File: src/rtl/mem_store_buffer_pkg.sv
// Shared bus widths, store-size encodings and the buffer entry layout.
package mem_store_buffer_pkg;

  localparam int DATA_BUS    = 32;
  localparam int ADDR_BUS    = 32;
  localparam int MEM_SEL_BUS = 4;

  typedef enum logic [1:0] {
    SZ_BYTE = 2'b00,
    SZ_HALF = 2'b01,
    SZ_WORD = 2'b10,
    SZ_ILL  = 2'b11
  } store_size_e;

  typedef struct packed {
    logic [ADDR_BUS-1:0]    addr;
    logic [MEM_SEL_BUS-1:0] sel;
    logic [DATA_BUS-1:0]    data;
  } sb_entry_t;

  // Word-aligned base of a byte address.
  function automatic logic [ADDR_BUS-1:0] word_base(input logic [ADDR_BUS-1:0] a);
    return {a[ADDR_BUS-1:2], 2'b00};
  endfunction

endpackage

File: src/rtl/mem_store_buffer_if.sv
// Store, load-probe and RAM write signals of the store buffer.
// slave is the buffer's view; master is the MEM stage / RAM side.
interface mem_store_buffer_if;
  import mem_store_buffer_pkg::*;

  logic                   store_req;
  logic [1:0]             store_size;
  logic [ADDR_BUS-1:0]    store_addr;
  logic [DATA_BUS-1:0]    store_data;
  logic                   store_ready;
  logic                   store_misaligned;
  logic [ADDR_BUS-1:0]    load_addr;
  logic                   load_hit;
  logic                   ram_en;
  logic [MEM_SEL_BUS-1:0] ram_write_sel;
  logic [ADDR_BUS-1:0]    ram_addr;
  logic [DATA_BUS-1:0]    ram_write_data;
  logic                   ram_ack;

  modport slave (
    input  store_req, store_size, store_addr, store_data, load_addr, ram_ack,
    output store_ready, store_misaligned, load_hit,
           ram_en, ram_write_sel, ram_addr, ram_write_data
  );

  modport master (
    output store_req, store_size, store_addr, store_data, load_addr, ram_ack,
    input  store_ready, store_misaligned, load_hit,
           ram_en, ram_write_sel, ram_addr, ram_write_data
  );

endinterface

File: src/rtl/mem_store_buffer_store_align.sv
// Combinational store encoder: size and byte offset to lane enables,
// lane-replicated data and a misalignment flag.
module store_align
  import mem_store_buffer_pkg::*;
(
  input  logic                   req_i,
  input  logic [1:0]             size_i,
  input  logic [1:0]             addr_lo_i,
  input  logic [DATA_BUS-1:0]    data_i,
  output logic [MEM_SEL_BUS-1:0] sel_o,
  output logic [DATA_BUS-1:0]    data_o,
  output logic                   misaligned_o
);

  logic bad;

  // Decode size into lane enables and replicated data; illegal size is always bad.
  always_comb begin
    sel_o  = '0;
    data_o = '0;
    bad    = 1'b0;
    case (size_i)
      SZ_BYTE: begin
        sel_o  = 4'b0001 << addr_lo_i;
        data_o = {4{data_i[7:0]}};
      end
      SZ_HALF: begin
        sel_o  = addr_lo_i[1] ? 4'b1100 : 4'b0011;
        data_o = {2{data_i[15:0]}};
        bad    = addr_lo_i[0];
      end
      SZ_WORD: begin
        sel_o  = 4'b1111;
        data_o = data_i;
        bad    = (addr_lo_i != 2'b00);
      end
      default: begin
        bad    = 1'b1;
      end
    endcase
  end

  // Only a live request can be flagged.
  assign misaligned_o = req_i & bad;

endmodule

File: src/rtl/mem_store_buffer.sv
// In-order store buffer between the MEM stage and a write-only RAM port.
// Aligned stores are queued and drained head-first; loads probe for a
// word-address hit against any buffered entry.
module mem_store_buffer
  import mem_store_buffer_pkg::*;
#(
  parameter int DEPTH = 4
) (
  input  logic clk,
  input  logic rst,
  mem_store_buffer_if.slave bus
);

  localparam int PTR_W = (DEPTH > 1) ? $clog2(DEPTH) : 1;
  localparam int CNT_W = PTR_W + 1;
  localparam logic [CNT_W-1:0] DEPTH_C = CNT_W'(DEPTH);

  logic [PTR_W-1:0]       head_q, head_d;
  logic [PTR_W-1:0]       tail_q, tail_d;
  logic [CNT_W-1:0]       count_q, count_d;
  logic [DEPTH-1:0]       valid_q, valid_d;
  sb_entry_t              entry_q [DEPTH];

  logic [MEM_SEL_BUS-1:0] enc_sel;
  logic [DATA_BUS-1:0]    enc_data;
  logic                   enc_mis;
  logic                   ready;
  logic                   nonempty;
  logic                   push;
  logic                   pop;
  logic                   hit;
  logic                   unused_load_lo;

  store_align u_align (
    .req_i       (bus.store_req),
    .size_i      (bus.store_size),
    .addr_lo_i   (bus.store_addr[1:0]),
    .data_i      (bus.store_data),
    .sel_o       (enc_sel),
    .data_o      (enc_data),
    .misaligned_o(enc_mis)
  );

  // Readiness ignores a same-cycle pop, so a full buffer never pushes.
  assign ready    = (count_q < DEPTH_C);
  assign nonempty = (count_q != '0);
  assign push     = bus.store_req & ready & ~enc_mis;
  assign pop      = nonempty & bus.ram_ack;

  // Next pointers, valid bits and occupancy from push/pop.
  always_comb begin
    head_d  = head_q;
    tail_d  = tail_q;
    count_d = count_q;
    valid_d = valid_q;
    if (push) begin
      tail_d          = tail_q + PTR_W'(1);
      valid_d[tail_q] = 1'b1;
    end
    if (pop) begin
      head_d          = head_q + PTR_W'(1);
      valid_d[head_q] = 1'b0;
    end
    case ({push, pop})
      2'b10:   count_d = count_q + CNT_W'(1);
      2'b01:   count_d = count_q - CNT_W'(1);
      default: count_d = count_q;
    endcase
  end

  // Control state; reset discards every pending entry at once.
  always_ff @(posedge clk or posedge rst) begin
    if (rst) begin
      head_q  <= '0;
      tail_q  <= '0;
      count_q <= '0;
      valid_q <= '0;
    end else begin
      head_q  <= head_d;
      tail_q  <= tail_d;
      count_q <= count_d;
      valid_q <= valid_d;
    end
  end

  // Entry payload; only meaningful while its valid bit is set.
  always_ff @(posedge clk) begin
    if (push) begin
      entry_q[tail_q] <= '{addr: word_base(bus.store_addr), sel: enc_sel, data: enc_data};
    end
  end

  // Load probe against committed entries only; the one being pushed is not yet visible.
  always_comb begin
    hit = 1'b0;
    for (int i = 0; i < DEPTH; i++) begin
      if (valid_q[i] && (entry_q[i].addr[ADDR_BUS-1:2] == bus.load_addr[ADDR_BUS-1:2])) begin
        hit = 1'b1;
      end
    end
  end

  assign unused_load_lo = ^bus.load_addr[1:0];

  assign bus.store_ready      = ready;
  assign bus.store_misaligned = enc_mis;
  assign bus.load_hit         = hit;
  assign bus.ram_en           = nonempty;
  assign bus.ram_addr         = nonempty ? entry_q[head_q].addr : '0;
  assign bus.ram_write_sel    = nonempty ? entry_q[head_q].sel  : '0;
  assign bus.ram_write_data   = nonempty ? entry_q[head_q].data : '0;

endmodule

File: src/flat_wrapper.sv
// flat-port wrapper written by rule: the top's interface ports become plain ports
module mem_store_buffer_flat import mem_store_buffer_pkg::*;
#(
  parameter int DEPTH = 4
)
  (clk, rst, bus_store_req, bus_store_size, bus_store_addr, bus_store_data, bus_load_addr, bus_ram_ack, bus_store_ready, bus_store_misaligned, bus_load_hit, bus_ram_en, bus_ram_write_sel, bus_ram_addr, bus_ram_write_data);
  mem_store_buffer_if bus_i ();
  input  logic clk;
  input  logic rst;
  input wire logic [$bits(bus_i.store_req)-1:0] bus_store_req;
  input wire logic [$bits(bus_i.store_size)-1:0] bus_store_size;
  input wire logic [$bits(bus_i.store_addr)-1:0] bus_store_addr;
  input wire logic [$bits(bus_i.store_data)-1:0] bus_store_data;
  input wire logic [$bits(bus_i.load_addr)-1:0] bus_load_addr;
  input wire logic [$bits(bus_i.ram_ack)-1:0] bus_ram_ack;
  output wire logic [$bits(bus_i.store_ready)-1:0] bus_store_ready;
  output wire logic [$bits(bus_i.store_misaligned)-1:0] bus_store_misaligned;
  output wire logic [$bits(bus_i.load_hit)-1:0] bus_load_hit;
  output wire logic [$bits(bus_i.ram_en)-1:0] bus_ram_en;
  output wire logic [$bits(bus_i.ram_write_sel)-1:0] bus_ram_write_sel;
  output wire logic [$bits(bus_i.ram_addr)-1:0] bus_ram_addr;
  output wire logic [$bits(bus_i.ram_write_data)-1:0] bus_ram_write_data;
  assign bus_i.store_req = bus_store_req;
  assign bus_i.store_size = bus_store_size;
  assign bus_i.store_addr = bus_store_addr;
  assign bus_i.store_data = bus_store_data;
  assign bus_i.load_addr = bus_load_addr;
  assign bus_i.ram_ack = bus_ram_ack;
  assign bus_store_ready = bus_i.store_ready;
  assign bus_store_misaligned = bus_i.store_misaligned;
  assign bus_load_hit = bus_i.load_hit;
  assign bus_ram_en = bus_i.ram_en;
  assign bus_ram_write_sel = bus_i.ram_write_sel;
  assign bus_ram_addr = bus_i.ram_addr;
  assign bus_ram_write_data = bus_i.ram_write_data;
  mem_store_buffer #(.DEPTH(DEPTH)) u_core (.clk(clk), .rst(rst), .bus(bus_i));
endmodule
File: config.mk
export PLATFORM = sky130hd
export DESIGN_NAME = mem_store_buffer_flat
export DESIGN_NICKNAME = d
export VERILOG_FILES = /design/src/rtl/mem_store_buffer_pkg.sv /design/src/rtl/mem_store_buffer_if.sv /design/src/rtl/mem_store_buffer_store_align.sv /design/src/rtl/mem_store_buffer.sv /design/src/flat_wrapper.sv
export SDC_FILE = /design/constraint.sdc
export NUM_CORES = 1
export LEC_CHECK = 0
export CORE_MARGIN = 2
export CORE_UTILIZATION = 55
export DETAILED_ROUTE_END_ITERATION = 16
export GPL_ROUTABILITY_DRIVEN = 1
export PLACE_DENSITY = 0.88
export SYNTH_ARGS = -nofsm -noshare
export SYNTH_HDL_FRONTEND = slang
export SYNTH_HIERARCHICAL = 1
export SYNTH_SLANG_ARGS = --single-unit
File: constraint.sdc
create_clock -name clk -period 4.2 [get_ports clk]
set_input_delay 0.84 -clock clk [delete_from_list [all_inputs] [get_ports clk]]
set_output_delay 0.84 -clock clk [all_outputs]
set_load 0.005 [all_outputs]
# ---- Word-level counts from Yosys, hierarchy flattened
# Memory sizes are Yosys's and may differ from the RTL's.
# Index checks and enable logic that the tools add are counted.
dict set report word_totals {
  reg_bits 11
  latchBits 0
  ram_bits 264
  romBits 0
  out_inout_bits 72
  mem_count 1
}
dict set report op_classes {
  addsub 4
  mul 0
  n_div 0
  order_cmp 5
  eq_ne 8
  shifts 1
  n_mux 20
  bitwise 8
  n_reduce_logical 10
}
# name words width rd rd_clocked_by_memory_dff wr line_no
set memory_table {}
lappend memory_table {u_core.entry_q 4 66 5 0 1 mem_store_buffer.sv:22} ;# sb_entry_t entry_q [DEPTH];
# op count
set ops {}
lappend ops {{$eq A30 B30 Y1} 4}
lappend ops {{$pmux W32 S3} 1}
lappend ops {{$mux W32} 2}
lappend ops {{$mux W4} 4}
lappend ops {{$pmux W4 S3} 1}
lappend ops {{$mux W1} 8}
lappend ops {{$logic_and A1 B1 Y1} 6}
lappend ops {{$lt A2 B3 Y1 const B} 2}
lappend ops {{$pmux W3 S2} 1}
lappend ops {{$add A2 B1 Y2 const B} 2}
lappend ops {{$and A1 B1 Y1} 4}
lappend ops {{$and A4 B4 Y4} 1}
lappend ops {{$demux W1 S2} 2}
lappend ops {{$eq A2 B1 Y1 const B} 2}
lappend ops {{$eq A2 B2 Y1 const B} 2}
lappend ops {{$ge A2 B1 Y1 const B} 2}
lappend ops {{$not A4 Y4} 1}
lappend ops {{$or A4 B4 Y4} 1}
lappend ops {{$reduce_bool A2 Y1} 2}
lappend ops {{$shl A1 B2 Y4 const A} 1}
lappend ops {{$add A3 B1 Y3 const B} 1}
lappend ops {{$lt A3 B3 Y1 const B} 1}
lappend ops {{$pmux W1 S3} 1}
lappend ops {{$reduce_bool A3 Y1} 1}
lappend ops {{other kinds (3)} 3}

# ---- Depth between registers and ports, before layout
# Gate-level depths: netlist (run 1).
dict set report depth {
  depth_word 8
  mapped_depth 12
}

# ---- Modules after synthesis
# Netlist (run 1), hierarchy kept.
# module instances cells_each area_per_inst_um2
set modules_own_cells {}
lappend modules_own_cells {mem_store_buffer 1 651 11984.0}
lappend modules_own_cells {store_align 1 88 506.7}

# ---- Worst setup path after synthesis (run 1)
# OpenSTA, ideal clock, no wires.
dict set report synth_path {
  path_kind {input -> register}
  from {input port bus_store_size[1]}
  to {memory u_core/entry_q[0][0] (netlist name), enable pin}
  arrival_ns 3.453
  required_time_ns 3.768
  path_slack_ns 0.315
  stages 6
  path_buffers 2
  path_cell_list {buf_6 > buf_6 > o21ai_1 > a21oi_2 > nor3b_1 > and2_1}
}
dict set report synth_between {
  elab_chain_len 7
  elab_cells_between_ends 9
  classes_between {2 x eq/ne; 3 x mux; 3 x bitwise; 1 x reduce/logical}
}
# item line_no
set synth_lines {}
lappend synth_lines {{from (decl)} flat_wrapper.sv:11} ;# input wire logic [$bits(bus_i.store_size)-1:0] bus_store_size;
lappend synth_lines {{$eq A2 B2 Y1, or another cell as far along} mem_store_buffer_store_align.sv:22} ;# case (size_i)
lappend synth_lines {{$pmux W1 S3 (*)} mem_store_buffer_store_align.sv:22}
lappend synth_lines {{$and A1 B1 Y1 (*)} mem_store_buffer_store_align.sv:44} ;# assign misaligned_o = req_i & bad;
lappend synth_lines {{named net bus_store_misaligned} flat_wrapper.sv:17} ;# output wire logic [$bits(bus_i.store_misaligned)-1:0] bus_store_misaligned;
lappend synth_lines {{$not A1 Y1 (*)} mem_store_buffer.sv:47} ;# assign push = bus.store_req & ready & ~enc_mis;
lappend synth_lines {{$and A1 B1 Y1 (*)} mem_store_buffer.sv:47}
lappend synth_lines {{$mux W1 (*)} mem_store_buffer.sv:88} ;# if (push) begin
lappend synth_lines {{$mux W1 (implied by the code) (*)} mem_store_buffer.sv:89} ;# entry_q[tail_q] <= '{addr: word_base(bus.store_addr), sel: enc_sel, data: enc_data};
lappend synth_lines {{to (decl)} mem_store_buffer.sv:22}
# The timed path passes the listed nets; every way through them passes the cells marked *.

# ---- Final worst setup path (run 1)
dict set report layout_path {
  from {input port bus_load_addr[2]}
  to {output port bus_load_hit}
}
dict set report layout_between {
  elab_chain_len 6
  elab_cells_between_ends 12
  classes_between {4 x eq/ne; 4 x mux; 4 x reduce/logical}
}
# item line_no
set layout_lines {}
lappend layout_lines {{from (decl)} flat_wrapper.sv:14} ;# input wire logic [$bits(bus_i.load_addr)-1:0] bus_load_addr;
lappend layout_lines {{$eq A30 B30 Y1} mem_store_buffer.sv:97} ;# if (valid_q[i] && (entry_q[i].addr[ADDR_BUS-1:2] == bus.load_addr[ADDR_BUS-1:2])) begin
lappend layout_lines {{$logic_and A1 B1 Y1} mem_store_buffer.sv:97}
lappend layout_lines {{$mux W1 (3 in series)} mem_store_buffer.sv:97}
lappend layout_lines {{$mux W1 (*)} mem_store_buffer.sv:97}
lappend layout_lines {{to (decl)} flat_wrapper.sv:18} ;# output wire logic [$bits(bus_i.load_hit)-1:0] bus_load_hit;
# Every way passes the cells marked *; elsewhere a longest branch is shown, timed or not.

==> metrics list, run 1 <==
* Proportion of synthesized chip area in sequential cells: 0.657
- Cell area after technology mapping: 0.0125 mm²
- Summed over all cells, the static leakage comes to 5.07 nW.
- Maximum clock insertion buffer count: 3
- Number of non-filler instances in the completed layout: 1213
* Synth async-reset ratio: 0.0400
- # DRC: 0
- The internal portion of the total power is 0.00677 W.
- Required time at the worst-slack endpoint: 3360 ps
- In this run the vertical extent of the chip is 155 µm.
* Die area: 0.0239 mm²
- The run finished with clean final reports.
- The worst path in the final design needs a cycle of 3870 ps, including I/O delays and setup.
- The worst setup path is launched from an input pin.
* Post-synthesis instance total: 739
- The net count of the finished layout is 1019.
* Antenna Diode Count: 0
- Number of slew-limit violations in the final report: 0
- Ratio of cells with drive above 1 in the final layout: 0.142
- Length of the first detailed-routing pass in iterations: 5
* Post-CTS Hold Buffers: 0
- Clock tree synthesis inserted a total of 28 buffers.
- The floorplan has 55 rows.
* Remaining antenna violation count after routing: 0
- For this configuration, the core starts out at a cell density of 0.557.
- Top-level I/O count: 174
- Clock-pin slew was measured on the worst setup and hold paths at 60 ps.
* Worst-case headroom to the max-slew limit: 0.367
* Post-synth EDFFs: 264
* FF+latch count, synth: 275
* Hold_ws: 483 ps
- Of the total power, the share spent switching nets is 0.279.
- After global routing the overflow that remains totals 0.
* Detail-routed net length per standard cell: 24.8 µm
* Number of unique standard cell types used by synthesis: 34
- In this run the power spent charging and discharging nets is 0.00261 W.
- After clock tree synthesis, the setup repair step added 0 buffers.
* Critical Setup Path Class: in2out
- Among all flip-flop cells after synthesis, the most frequent one is edfxtp_1.
- The via count of the first global-routing pass was 7474.
- The tree built by TritonCTS fans out to 275 sinks.
* Final count of hold timing violations: 0
- Post-synthesis average cell area: 16.9 µm²
- Dividing total power by cell area gives a power density of 612 mW/mm².
- Of the total power, the clock network draws 0.269.
- After the first detailed-routing iteration, the DRC count stood at 664.
- The share of total power dissipated in combinational logic is 0.345.
* Pre-CTS worst setup slack: 400 ps
- YS warnings: 6
- Path type of the worst min-delay path: reg2reg
- Slew at the pin closest to its max-slew limit: 948 ps
* Total number of vias: 7293
- Antenna violations before repair: 0
- At the worst endpoint, the arrival time is 3030 ps.
* Final number of setup-violating endpoints: 0
- The final layout contains routed wiring with a total length of 30000 µm.
- Setup ws final: 328 ps
* Clock latency on the worst-skew pair: 530 ps
* Pin count of the biggest net entering global routing: 52
- Routability-driven placement finished with a final weighted congestion of 0.914.
- After detailed routing, the number of vias per cell comes to 6.01.
- In the finished design, the share of the clock period the worst path needs comes to 0.922.
- Highest clock rate: 0.258 GHz
- STA classifies the critical path endpoint as a primary output.
* Count of port buffers added during placement: 169
- Gates resized during post-CTS repair numbered 0.
- Total track usage: 0.252
- TritonCTS built the clock tree.
- Setup total negative slack on the finished layout was measured at 0 ps.
* Layout overhead on the synthesized area: 22.8%
- Core ar.: 0.0224 mm²
- Across the VDD grid, the largest voltage drop is 0.422 mV.
- The cell sitting at the root of the clock tree is a clkbuf_16.
- Maximum fanout count along the critical path: 4
- Detailed placement ended at an HPWL of 20300 µm.
- Power share of the sequential group: 0.387
- Placed Cells: 1162
- The tool flagged a number of max-cap violations equal to 0.
- Wire length of the first global-routing pass: 44800 µm
- Across the routed clock network, the largest skew measured is 19.4 ps.
* Number of H-tree branching levels: 1
- Setup repair after global routing missed its margin: no
- Chip Width: 155 µm
-- cells by family (layout without fill, tap and decap cells) --
| logic type | Yosys count | count (layout) | share of synthesized area |
|---|---|---|---|
| buf+inv | 59 | 247 | 0.0275 |
| flops | 275 | 275 | 0.657 |
| other cells | 1 | 2 | 0.000300 |
| simple gates | 146 | 146 | 0.0703 |
| fa+ha+maj | 10 | 10 | 0.0106 |
| mux | 68 | 68 | 0.121 |
| xor+xnor | 125 | 125 | 0.0876 |
| compound gates | 55 | 55 | 0.0262 |
-- cell usage after synthesis, types with 2 or more instances --
cell / count / share of area
nand4_1: 25 / 0.013
dfrtp_1: 11 / 0.022
a21o_1: 8 / 0.0048
inv_1: 10 / 0.0030
buf_2: 7 / 0.0028
buf_6: 4 / 0.0036
o21ai_0: 5 / 0.0020
buf_1: 2 / 0.00060
o21ai_1: 15 / 0.0060
ha_1: 9 / 0.0090
and2_1: 79 / 0.040
nor2b_1: 10 / 0.0050
nor2_1: 3 / 0.00090
a21oi_1: 17 / 0.0068
o21a_1: 3 / 0.0018
mux2i_1: 2 / 0.0016
buf_12: 4 / 0.0064
a2bb2oi_1: 4 / 0.0028
clkbuf_1: 26 / 0.0078
nand2_1: 11 / 0.0033
buf_4: 5 / 0.0030
edfxtp_1: 264 / 0.63
nor4_1: 16 / 0.0080
xor2_1: 45 / 0.032
xnor2_1: 80 / 0.056
mux4_2: 66 / 0.12
-- cell usage in the layout (no fill, tap or decap), types with 2 or more instances in the layout --
cell type and instances:
nand2_1 11, nor2_1 3, ha_1 9, and2_1 75, clkbuf_16 29, inv_1 10
bufinv_16 4, clkinv_2 2, nor2b_1 10, clkbuf_1 4, nand4_1 25, buf_4 14
nor4_1 16, buf_12 2, clkdlybuf4s50_1 169, conb_1 2, clkinv_1 7, and2_2 4
a21oi_1 17, xor2_1 45, inv_8 2, mux2i_1 2, edfxtp_1 264, a21o_1 8
o21ai_0 5, a2bb2oi_1 4, dfrtp_1 9, xnor2_1 80, mux4_2 66, o21ai_1 15
o21a_1 3
-- layer usage --
layer	share of wire	track usage	vias to the layer above	routed length [µm]
li1	-	-	3152	-
met1	0.36	0.325	3632	10900
met2	0.51	0.435	443	15300
met3	0.098	0.0524	66	2940
met4	0.032	0.0763	0	961
met5	0	0	-	0
-- final cells by class --
type	count	area, µm²
well taps	285	357
clock buffers	33	741
fillers	1435	7090
multi-input cells	406	3960
flip-flops and latches	275	8210
clock inverters	18	204
inverters	11	41.3
repair buffers	185	1840
-- power groups by stage --
stage                     registers, W  clock network [W]  logic (W)
after floorplan                0.00353                  0    0.00187
after global placement         0.00366                  0    0.00317
after detailed placement       0.00368                  0    0.00322
after CTS                      0.00363            0.00255    0.00327
after global routing           0.00366            0.00265    0.00345
final                          0.00363            0.00252    0.00324
-- registers in the layout, summed over array words and instances, names as in the netlist --
register,flops
u_core/tail_q,2
u_core/entry_q,264
u_core/valid_q,4
u_core/head_q,2
u_core/count_q,3
-- metrics by stage --
| step | area (µm²) | total power [W] | util |
|---|---|---|---|
| finish | 15300 | 0.00938 | 0.684 |
| global route | 15300 | 0.00976 | 0.684 |
| CTS | 15300 | 0.00945 | 0.684 |
| detailed placement | 14400 | 0.00690 | 0.642 |
| global placement | 14400 | 0.00682 | 0.642 |
| floorplan | 12500 | 0.00540 | - |
-- worst max-delay path: stages --
cell             delay, ps
clkdlybuf4s50_1        570
xnor2_1                300
nand4_1                230
nor4_1                 290
nand4_1                130
nand4_1                140
clkdlybuf4s50_1        520
-- worst paths after layout --
kind,start,end,slack [ps],cells after the start
worst max-delay path,bus_load_addr[2],bus_load_hit,330,7
worst min-delay path,u_core/count_q[0],u_core/count_q[0],480,1
worst max register to register,u_core/count_q[2],u_core/count_q[2],1810,9
worst min register to register,u_core/count_q[0],u_core/count_q[0],480,1
max in group asynchronous,rst,u_core/head_q[0],3140,2
min in group asynchronous,rst,u_core/count_q[2],650,2
Power figures use the tool's default switching activity.
==> run 2: changes to the inputs <==
--- a/config.mk
+++ b/config.mk
@@ -10,6 +10,7 @@
 export DETAILED_ROUTE_END_ITERATION = 16
 export GPL_ROUTABILITY_DRIVEN = 1
 export PLACE_DENSITY = 0.88
+export RECOVER_POWER = 100
 export SYNTH_ARGS = -nofsm -noshare
 export SYNTH_HDL_FRONTEND = slang
 export SYNTH_HIERARCHICAL = 1
==> metrics list, run 2 (same netlist as run 1, synthesis figures left out) <==
* Length of the first detailed-routing pass in iterations: 5 (unchanged)
- TritonCTS clock tree: built (unchanged)
- Maximum VDD drop: 0.421 mV (was 0.422 mV)
- The total die area is 0.0239 mm² (unchanged).
- Run status: finished clean (unchanged).
- Routability congestion estimate: 0.914 (unchanged)
- The portion of the clock cycle consumed by the worst path in the final layout is 0.934 (was 0.922).
- Crit. End Element: primary output (unchanged)
- The detailed router's first-iteration violation count is 619 (was 664).
- GRT overflow: 0 (unchanged)
* Final count of hold timing violations: 0 (unchanged)
* Delay of the slowest cell on the worst path: 780 ps (was 570 ps)
- Register containing the most flip-flops in the final layout: u_core/entry_q (unchanged)
- Chip Width: 155 µm (unchanged)
- The type of the setup path with the least slack is reg2out (was in2out).
* Top flop regs: u_core/entry_q x264, u_core/valid_q x4, u_core/count_q x3 (unchanged)
* Highest clock rate: 0.255 GHz (was 0.258 GHz)
* Pin count of the biggest net entering global routing: 52 (unchanged)
- The slowest cell on the critical path is dfrtp_4 (was clkdlybuf4s50_1).
- The residual antenna-violating net count after detailed routing came to 0 (unchanged).
- The count of pins on the block boundary is 174 (unchanged).
* Total track usage: 0.252 (unchanged)
- The total core area is 0.0224 mm² (unchanged).
- The final critical-path required period is 3920 ps (was 3870 ps).
- Final Routed Wirelength: 30100 µm (was 30000 µm)
- The post-detailed-route DRC marker count was 0 (unchanged).
* Path type of the worst min-delay path: reg2reg (unchanged)
- Clock transition at path regs: 60 ps (about the same)
* Antenna Diode Count: 0 (unchanged)
- The placed wire-length estimate was 20300 µm (unchanged).
* Final TNS setup: 0 ps (unchanged)
- The via count of the first global-routing pass was 7474 (unchanged).
* Cell Rows: 55 (unchanged)
- The quantity of I/O buffers inserted on ports was 169 (unchanged).
- Die H: 155 µm (unchanged)
- Pre-CTS worst setup slack: 400 ps (unchanged)
- Initial Util: 0.557 (unchanged)
- The number of flip-flops under the largest register name is 264 (unchanged).
* Clock latency on the worst-skew pair: 530 ps (about the same)
* WP data arrival: 3080 ps (was 3030 ps)
* Final number of setup-violating endpoints: 0 (unchanged)
* Vias per std cell: 6.02 (was 6.01)
- The most frequent standard cell in the layout excluding fill and tap cells is edfxtp_1 (unchanged).
* Total power density per cell area: 606 mW/mm² (was 612 mW/mm²)
- Series of cell instances along the critical path: clkbuf_2 -> mux4_2 -> and2_1 -> dlygate4sd3_1 (was clkdlybuf4s50_1 -> xnor2_1 -> nand4_1 -> nor4_1 -> nand4_1 -> nand4_1 -> clkdlybuf4s50_1)
- Number of H-tree branching levels: 1 (unchanged)
- Root Buffer Master: clkbuf_16 (unchanged)
- The final count of pins violating max slew came to 0 (unchanged).
- Worst Skew: 17.3 ps (was 19.4 ps)
- The number of cells upsized or downsized after cts was 0 (unchanged).
* Final net count: 1019 (unchanged)
* Setup ws final: 278 ps (was 328 ps)
- The fraction of final layout cells with drive strength greater than 1 was 0.138 (was 0.142).
- Worst-case headroom to the max-slew limit: 0.256 (was 0.367)
* Filler instances: 1450 (was 1435)
- The cell class contributing the biggest share of worst-path delay is buffers and inverters (unchanged).
- Antenna violations before repair: 0 (unchanged)
* Required time at the worst-slack endpoint: 3360 ps (about the same)
- The overall power consumption is 0.00928 W (was 0.00938 W).
- Layout overhead on the synthesized area: 22.5% (was 22.8%)
- Hold_ws: 483 ps (about the same)
- Commonest cells after routing, fill and taps aside: edfxtp_1 (264), clkdlybuf4s50_1 (111), xnor2_1 (80), mux4_2 (66), dlygate4sd3_1 (58) (was edfxtp_1 (264), clkdlybuf4s50_1 (169), xnor2_1 (80), and2_1 (75), mux4_2 (66)).
- Maximum fanout count along the critical path: 26 (was 4)
- The number of buffers inserted for hold repair after clock tree synthesis is 0 (unchanged).
- The number of clock buffers inserted by TritonCTS came to 28 (unchanged).
- Static leakage: 5.05 nW (was 5.07 nW)
* MaxCap Viol Count: 0 (unchanged)
- Post-CTS Setup Bufs: 0 (unchanged)
- The count of vias placed by the detailed router came to 7308 (was 7293).
* Clock tree sinks: 275 (unchanged)
- Nature of the critical path startpoint: flip-flop (was input pin)
- The wire length of the first global-routing pass was 44800 µm (unchanged).
- The wire length per cell was 24.8 µm (about the same).
* Maximum clock insertion buffer count: 3 (unchanged)
- The number of buffer and inverter instances along the worst setup path is 2 (unchanged).
- Slew at the pin closest to its max-slew limit: 1120 ps (was 948 ps)
- Setup repair after global routing missed its margin: no (unchanged)
==> run 2: cell types whose count changed in the layout (fill, tap and decap cells not counted), moves of 2 or more <==
cell	before	now
dlygate4sd3_1	0	58
o21ai_0	5	20
clkbuf_2	0	10
buf_4	14	2
clkbuf_1	4	6
and2_0	0	42
and2_1	75	33
clkdlybuf4s50_1	169	111
o21ai_1	15	0
==> run 2: path summary, 6_finish.rpt <==
path | from | endpoint | slack [ps] | cells past startpoint
min | u_core/count_q[0] | u_core/count_q[0] | 480 | 1
max | u_core/head_q[0] | bus_ram_addr[16] | 280 | 4
max in group asynchronous | rst | u_core/head_q[0] | 3000 | 2
min in group asynchronous | rst | u_core/count_q[2] | 790 | 2
max reg2reg | u_core/count_q[2] | u_core/entry_q[1][13] | 1460 | 3
min reg2reg | u_core/count_q[0] | u_core/count_q[0] | 480 | 1
==> run 2: area by class of cell <==
class,instances,area (µm²),share of cell area
inverters,11,41.3,0.00270
flip-flops and latches,275,8210,0.536
multi-input cells,406,3950,0.258
repair buffers,185,1800,0.118
clock inverters,18,204,0.0133
clock buffers,33,741,0.0484
well taps,285,357,0.0233
==> run 2: report_power, final <==
part | leakage (nW) | total [W] | internal (W) | switching, W
Clock | 0.458 | 0.00252 | 0.00151 | 0.00101
Combinational | 2.06 | 0.00313 | 0.00178 | 0.00135
Sequential | 2.54 | 0.00363 | 0.00338 | 0.000251
==> run 2: routing by layer <==
| layer | up-vias | share of wire | global-route usage |
|---|---|---|---|
| li1 | 3158 | - | - |
| met1 | 3630 | 0.36 | 0.325 |
| met2 | 462 | 0.51 | 0.435 |
| met3 | 58 | 0.10 | 0.0524 |
| met4 | 0 | 0.030 | 0.0763 |
| met5 | - | 0 | 0 |
==> run 2: worst register-to-register path, stage by stage (launching register included) <==
cell      delay [ps]
dfrtp_1          400
nor3b_1          810
and2_2           290
clkbuf_2         830
==> run 2: per-stage QoR <==
stage,instance area [µm²],utilization,instances
after detailed placement,14400,0.642,1162
after global routing,15300,0.682,1213
final,15300,0.682,1213
after floorplan,12500,-,740
after CTS,15300,0.684,1213
after global placement,14400,0.642,1162
